[config.mk]
export PLATFORM = sky130hd
export DESIGN_NAME = mult_share_arb_flat
export DESIGN_NICKNAME = d
export VERILOG_FILES = /design/src/rtl/mult_share_arb_if.sv /design/src/rtl/mult_share_arb.sv /design/src/flat_wrapper.sv
export SDC_FILE = /design/constraint.sdc
export NUM_CORES = 1
export LEC_CHECK = 0
export ABC_CLOCK_PERIOD_IN_PS = 4300
export BUFFER_PORTS_ARGS = -buffer_cell sky130_fd_sc_hd__clkbuf_2
export CAP_MARGIN = 20
export CORE_MARGIN = 2
export CORE_UTILIZATION = 50
export CTS_BUF_LIST = sky130_fd_sc_hd__clkbuf_8
export CTS_CLUSTER_SIZE = 10
export DETAILED_ROUTE_END_ITERATION = 10
export PLACE_DENSITY = 0.77
export SYNTH_ARGS = -nofsm -noshare
export SYNTH_HDL_FRONTEND = slang
export SYNTH_SLANG_ARGS = --single-unit
export TNS_END_PERCENT = 10
[constraint.sdc]
create_clock -name clk -period 4.3 [get_ports clk]
set_input_delay 0.86 -clock clk [delete_from_list [all_inputs] [get_ports clk]]
set_output_delay 0.86 -clock clk [all_outputs]
set_load 0.02 [all_outputs]
[src/rtl/mult_share_arb_if.sv]
// Request/result bundle between requesters, consumer and the shared-multiplier arbiter.
interface mult_share_arb_if #(
    parameter int unsigned W = 4,
    parameter int unsigned N = 4
);
    localparam int unsigned IDW = (N > 1) ? $clog2(N) : 1;

    logic [N-1:0]   req;
    logic [N*W-1:0] a_flat;
    logic [N*W-1:0] b_flat;
    logic [N-1:0]   gnt;
    logic           res_valid;
    logic           res_ready;
    logic [IDW-1:0] res_id;
    logic [2*W-1:0] res_p;
    logic           busy;

    modport master (
        output req, a_flat, b_flat, res_ready,
        input  gnt, res_valid, res_id, res_p, busy
    );

    modport slave (
        input  req, a_flat, b_flat, res_ready,
        output gnt, res_valid, res_id, res_p, busy
    );
endinterface

[src/rtl/mult_share_arb.sv]
// Time-shares one combinational W x W multiplier among N requesters (IDLE -> MUL -> HOLD).
// Define MULT_SHARE_RR_EN for round-robin arbitration; default is fixed lowest-index priority.
module unsigned_parallel_multiplier #(
    parameter int unsigned W = 4
) (
    input  logic [W-1:0]   x,
    input  logic [W-1:0]   y,
    output logic [2*W-1:0] p
);
    logic [2*W-1:0] acc;

    always_comb begin
        acc = '0;
        for (int unsigned i = 0; i < W; i++) begin
            if (y[i]) acc = acc + ({{W{1'b0}}, x} << i);
        end
        p = acc;
    end
endmodule

module mult_share_arb #(
    parameter int unsigned W = 4,
    parameter int unsigned N = 4
) (
    input  logic             clk,
    input  logic             rst_n,
    mult_share_arb_if.slave  bus
);
    localparam int unsigned IDW = (N > 1) ? $clog2(N) : 1;

    typedef logic [IDW-1:0] idx_t;
    typedef enum logic [1:0] {IDLE, MUL, HOLD} state_t;

    state_t         state;
    logic [W-1:0]   op_a;
    logic [W-1:0]   op_b;
    idx_t           idx;
    logic [2*W-1:0] prod;

    idx_t           win;
    logic           found;
    logic [N-1:0]   win_oh;
    logic [W-1:0]   sel_a;
    logic [W-1:0]   sel_b;

`ifdef MULT_SHARE_RR_EN
    idx_t           ptr;
    int unsigned    cand;

    // Search starts at ptr and wraps modulo N, so N need not be a power of two.
    always_comb begin
        win   = '0;
        found = 1'b0;
        cand  = 0;
        for (int unsigned k = 0; k < N; k++) begin
            cand = (32'(ptr) + k) % N;
            if (!found && bus.req[cand]) begin
                win   = idx_t'(cand);
                found = 1'b1;
            end
        end
    end
`else
    always_comb begin
        win   = '0;
        found = 1'b0;
        for (int unsigned k = 0; k < N; k++) begin
            if (!found && bus.req[k]) begin
                win   = idx_t'(k);
                found = 1'b1;
            end
        end
    end
`endif

    always_comb begin
        win_oh = '0;
        sel_a  = '0;
        sel_b  = '0;
        for (int unsigned k = 0; k < N; k++) begin
            if (win == idx_t'(k)) begin
                win_oh[k] = 1'b1;
                sel_a     = bus.a_flat[k*W +: W];
                sel_b     = bus.b_flat[k*W +: W];
            end
        end
    end

    unsigned_parallel_multiplier #(.W(W)) u_mul (
        .x (op_a),
        .y (op_b),
        .p (prod)
    );

    always_ff @(posedge clk or negedge rst_n) begin
        if (!rst_n) begin
            state         <= IDLE;
            op_a          <= '0;
            op_b          <= '0;
            idx           <= '0;
            bus.gnt       <= '0;
            bus.res_valid <= 1'b0;
            bus.res_id    <= '0;
            bus.res_p     <= '0;
            bus.busy      <= 1'b0;
`ifdef MULT_SHARE_RR_EN
            ptr           <= '0;
`endif
        end else begin
            case (state)
                IDLE: begin
                    if (found) begin
                        op_a     <= sel_a;
                        op_b     <= sel_b;
                        idx      <= win;
                        bus.gnt  <= win_oh;
                        bus.busy <= 1'b1;
                        state    <= MUL;
`ifdef MULT_SHARE_RR_EN
                        ptr      <= (win == idx_t'(N-1)) ? '0 : win + 1'b1;
`endif
                    end
                end
                MUL: begin
                    bus.res_p     <= prod;
                    bus.res_id    <= idx;
                    bus.res_valid <= 1'b1;
                    bus.gnt       <= '0;
                    state         <= HOLD;
                end
                HOLD: begin
                    if (bus.res_ready) begin
                        bus.res_valid <= 1'b0;
                        bus.busy      <= 1'b0;
                        state         <= IDLE;
                    end
                end
                default: begin
                    bus.gnt       <= '0;
                    bus.res_valid <= 1'b0;
                    bus.busy      <= 1'b0;
                    state         <= IDLE;
                end
            endcase
        end
    end
endmodule

[src/flat_wrapper.sv]
// flat-port wrapper written by rule: the top's interface ports become plain ports
module mult_share_arb_flat 
#(
    parameter int unsigned W = 4,
    parameter int unsigned N = 4
)
  (clk, rst_n, bus_req, bus_a_flat, bus_b_flat, bus_res_ready, bus_gnt, bus_res_valid, bus_res_id, bus_res_p, bus_busy);
  mult_share_arb_if #(.W(W), .N(N)) bus_i ();
  input  logic clk;
  input  logic rst_n;
  input wire logic [$bits(bus_i.req)-1:0] bus_req;
  input wire logic [$bits(bus_i.a_flat)-1:0] bus_a_flat;
  input wire logic [$bits(bus_i.b_flat)-1:0] bus_b_flat;
  input wire logic [$bits(bus_i.res_ready)-1:0] bus_res_ready;
  output wire logic [$bits(bus_i.gnt)-1:0] bus_gnt;
  output wire logic [$bits(bus_i.res_valid)-1:0] bus_res_valid;
  output wire logic [$bits(bus_i.res_id)-1:0] bus_res_id;
  output wire logic [$bits(bus_i.res_p)-1:0] bus_res_p;
  output wire logic [$bits(bus_i.busy)-1:0] bus_busy;
  assign bus_i.req = bus_req;
  assign bus_i.a_flat = bus_a_flat;
  assign bus_i.b_flat = bus_b_flat;
  assign bus_i.res_ready = bus_res_ready;
  assign bus_gnt = bus_i.gnt;
  assign bus_res_valid = bus_i.res_valid;
  assign bus_res_id = bus_i.res_id;
  assign bus_res_p = bus_i.res_p;
  assign bus_busy = bus_i.busy;
  mult_share_arb #(.W(W), .N(N)) u_core (.clk(clk), .rst_n(rst_n), .bus(bus_i));
endmodule
==> reports/qor.txt <==
Final setup vio count: 0
Area growth, synth to finish: 17.5%
Initial DRC count: 112
Number of I/O port buffers: 54
Core area: 0.00369 sq mm
Core Util, Final: 0.618
GR Util met1: 0.273
CP Max Fanout: 7
Initial Util: 0.526
Synth unique cells: 47
TritonCTS clock tree: done
ANT nets after route: 0
Peak VDD IR: 0.232 mV
Syn Area/Cell: 9.19 sq um
Setup TNS: 0 ps
Synth Instances: 211
Clk Latency, worst-skew pair: 280 ps
Layout cells sized above 1: 0.280
Final hold vios: 0
Clk_skew: 2.58 ps
Leak: 1.19 nW
Cell Area, Synth: 0.00194 sq mm
Die height: 66.3 microns
Final Critical Period: 3910 ps
Commonest cells after routing, fill and taps aside: 54 x clkbuf_2, 37 x nand2_1, 28 x dfrtp_1
RSZ-0062 raised after global routing: false
Rel. slew slack: 0.501
Clock Path Buffers: 2
I/O pins: 55
Setup crit start kind: flip-flop
GRT met3 Usage: 0.0273
Min-Delay Path Depth: 2
# nets final: 311
GPL Wtd Cong: 0.926
Drt wl/cell: 14.2 microns
Cells after DPL: 301
Non-Filler Instances: 305
Crit. End Element: flip-flop
Post-CTS setup buffer count: 0
CTS Root Cell: clkbuf_8
Post-detail-place hpwl: 3.45 mm
Critical Path AT: 4110 ps
Net Count, Synth: 264
Post-route DRC: 0
Crit Path Class: flip-flop to flip-flop
Commonest non-fill, non-tap cell in the layout: clkbuf_2
Die width: 66.3 microns
Most used routing layer in global routing: met2
Cts bufs inserted: 3
Reg2reg path depth: 18
Worst-path clk slew: 100 ps
FMAX: 256 MHz
Pwr dens: 688 mW/mm^2
Clock sinks: 28
Status: completed
Site row count: 22
Slew Limit Fails: 0
Vias in the first global route: 1668
Largest net degree at the start of global routing: 29
Async SR Flop Fraction: 1.00
Crit share post-route: 0.908
GRT Total Usage: 0.216
FF-to-FF End: u_core.bus.res_p[6]
Die Footprint: 0.00439 sq mm
GR Overflow Total: 0
Worst hold-check path type: flip-flop to flip-flop
Hold EP: u_core.bus.res_p[2]
Max Cap Viol: 0
Post_cts resized: 0
Hold Path Origin: u_core.bus.res_p[2]
Seq/Total Area, Yosys: 0.361
Met2 Resource Use GR: 0.371
CTS Hold Bufs: 0
Post-synth EDFFs: 0
Ys flop type: dfrtp_1
Reg2Reg Setup Slack: 390 ps
#FFs+latches synth: 28
Worst EP required: 4500 ps
Drt pass-1 iters: 4
Yosys warnings: 0
Reg2reg start: u_core.op_a[1]
Antenna violations before repair: 0
Via density per instance: 5.73
Antenna diodes: 0
First-pass GRT wire length: 7.39 mm
Slew @ Worst Pin: 746 ps
Vias: 1748
Clock H-tree levels: 1
Routed WL: 4.34 mm
layer usage:
| layer | vias to the layer above | part of all wire |
|---|---|---|
| met1 | 817 | 0.46 |
| met4 | 0 | 0.019 |
| met5 | - | 0 |
| met2 | 65 | 0.47 |
| li1 | 857 | - |
| met3 | 9 | 0.050 |
worst max-delay path, stage by stage (launching register included):
cell and delay [ps]:
dfrtp_1 500, and2_1 190, ha_1 190, inv_1 60, fa_1 390, xnor2_1 150, and3_1 200, nor2_1 180
inv_1 70, ha_1 260, and3_1 170, or3_1 340, a31oi_1 230, inv_1 100, ha_1 310, a21oi_1 130
nand2_1 80, xnor2_1 120, o21ai_0 160
through the flow:
step | worst slack (ps) | cell area, sq um | total power, mW | hold slack [ps]
2_1_floorplan | 646 | 1940 | 1.14 | 440
3_3_place_gp | 574 | 2210 | 1.33 | 449
3_5_place_dp | 424 | 2210 | 1.36 | 470
4_1_cts | 397 | 2280 | 1.58 | 493
5_1_grt | 96.1 | 2280 | 1.72 | 522
6_report | 395 | 2280 | 1.57 | 490
synth_stat cells (2+ instances only):
cell type,number,area share
a31oi_1,2,0.0065
a21o_1,4,0.015
o21ai_0,9,0.023
dfrtp_1,28,0.36
o2bb2ai_1,9,0.041
xnor2_1,2,0.0090
nand2_1,37,0.072
a222oi_1,8,0.041
and3_1,3,0.0097
mux2_2,3,0.017
a21oi_1,11,0.028
fa_1,3,0.031
o21a_1,2,0.0077
o21ai_1,6,0.015
mux2i_1,3,0.015
o21bai_1,2,0.0077
clkbuf_1,5,0.0097
nand2b_1,3,0.0097
nor2b_1,2,0.0065
buf_2,5,0.013
o22ai_1,2,0.0065
nand3_1,3,0.0077
inv_1,10,0.019
a22oi_1,2,0.0077
mux2_4,5,0.039
nor2_1,10,0.019
a22o_1,2,0.0090
ha_1,11,0.071
registers in the layout, summed over array words and instances (netlist names), 2 cells and up:
signal,cells
u_core.state,2
u_core.bus.res_p,8
u_core.idx,2
u_core.op_b,4
u_core.bus.gnt,4
u_core.bus.res_id,2
u_core.op_a,4
kinds of logic after synthesis:
| group | count (synthesis) | synth area share |
|---|---|---|
| adder cells (fa/ha/maj) | 14 | 0.102 |
| AND/OR/NAND/NOR | 68 | 0.161 |
| XOR/XNOR | 3 | 0.0136 |
| AO/OA/AOI/OAI | 65 | 0.239 |
| buffers and inverters | 22 | 0.0516 |
| multiplexers | 11 | 0.0716 |
| flip-flops | 28 | 0.361 |
area by class of cell:
type | count | area, sq um
Clock buffer | 3 | 41.3
Clock inverter | 1 | 30.0
Fill cell | 342 | 1410
Inverter | 10 | 37.5
Multi-Input combinational cell | 161 | 1140
Sequential cell | 28 | 701
Tap cell | 48 | 60.1
Timing Repair Buffer | 54 | 270
power breakdown:
group / switching, mW / internal (mW)
sequential: 0.142 / 0.378
clock: 0.0870 / 0.125
combinational: 0.473 / 0.363
worst max-delay path by stage:
stage / start / end / slack [ps]
after floorplan: u_core.op_b[0] / u_core.bus.res_p[6] / 650
after global placement: u_core.op_a[1] / u_core.bus.res_p[6] / 570
after detailed placement: u_core.op_a[1] / u_core.bus.res_p[6] / 420
after CTS: u_core.op_a[1] / u_core.bus.res_p[6] / 400
after global routing: u_core.op_a[1] / u_core.bus.res_p[6] / 100
final: u_core.op_a[1] / u_core.bus.res_p[6] / 390
Note: power is estimated with default switching activity, not from simulation.
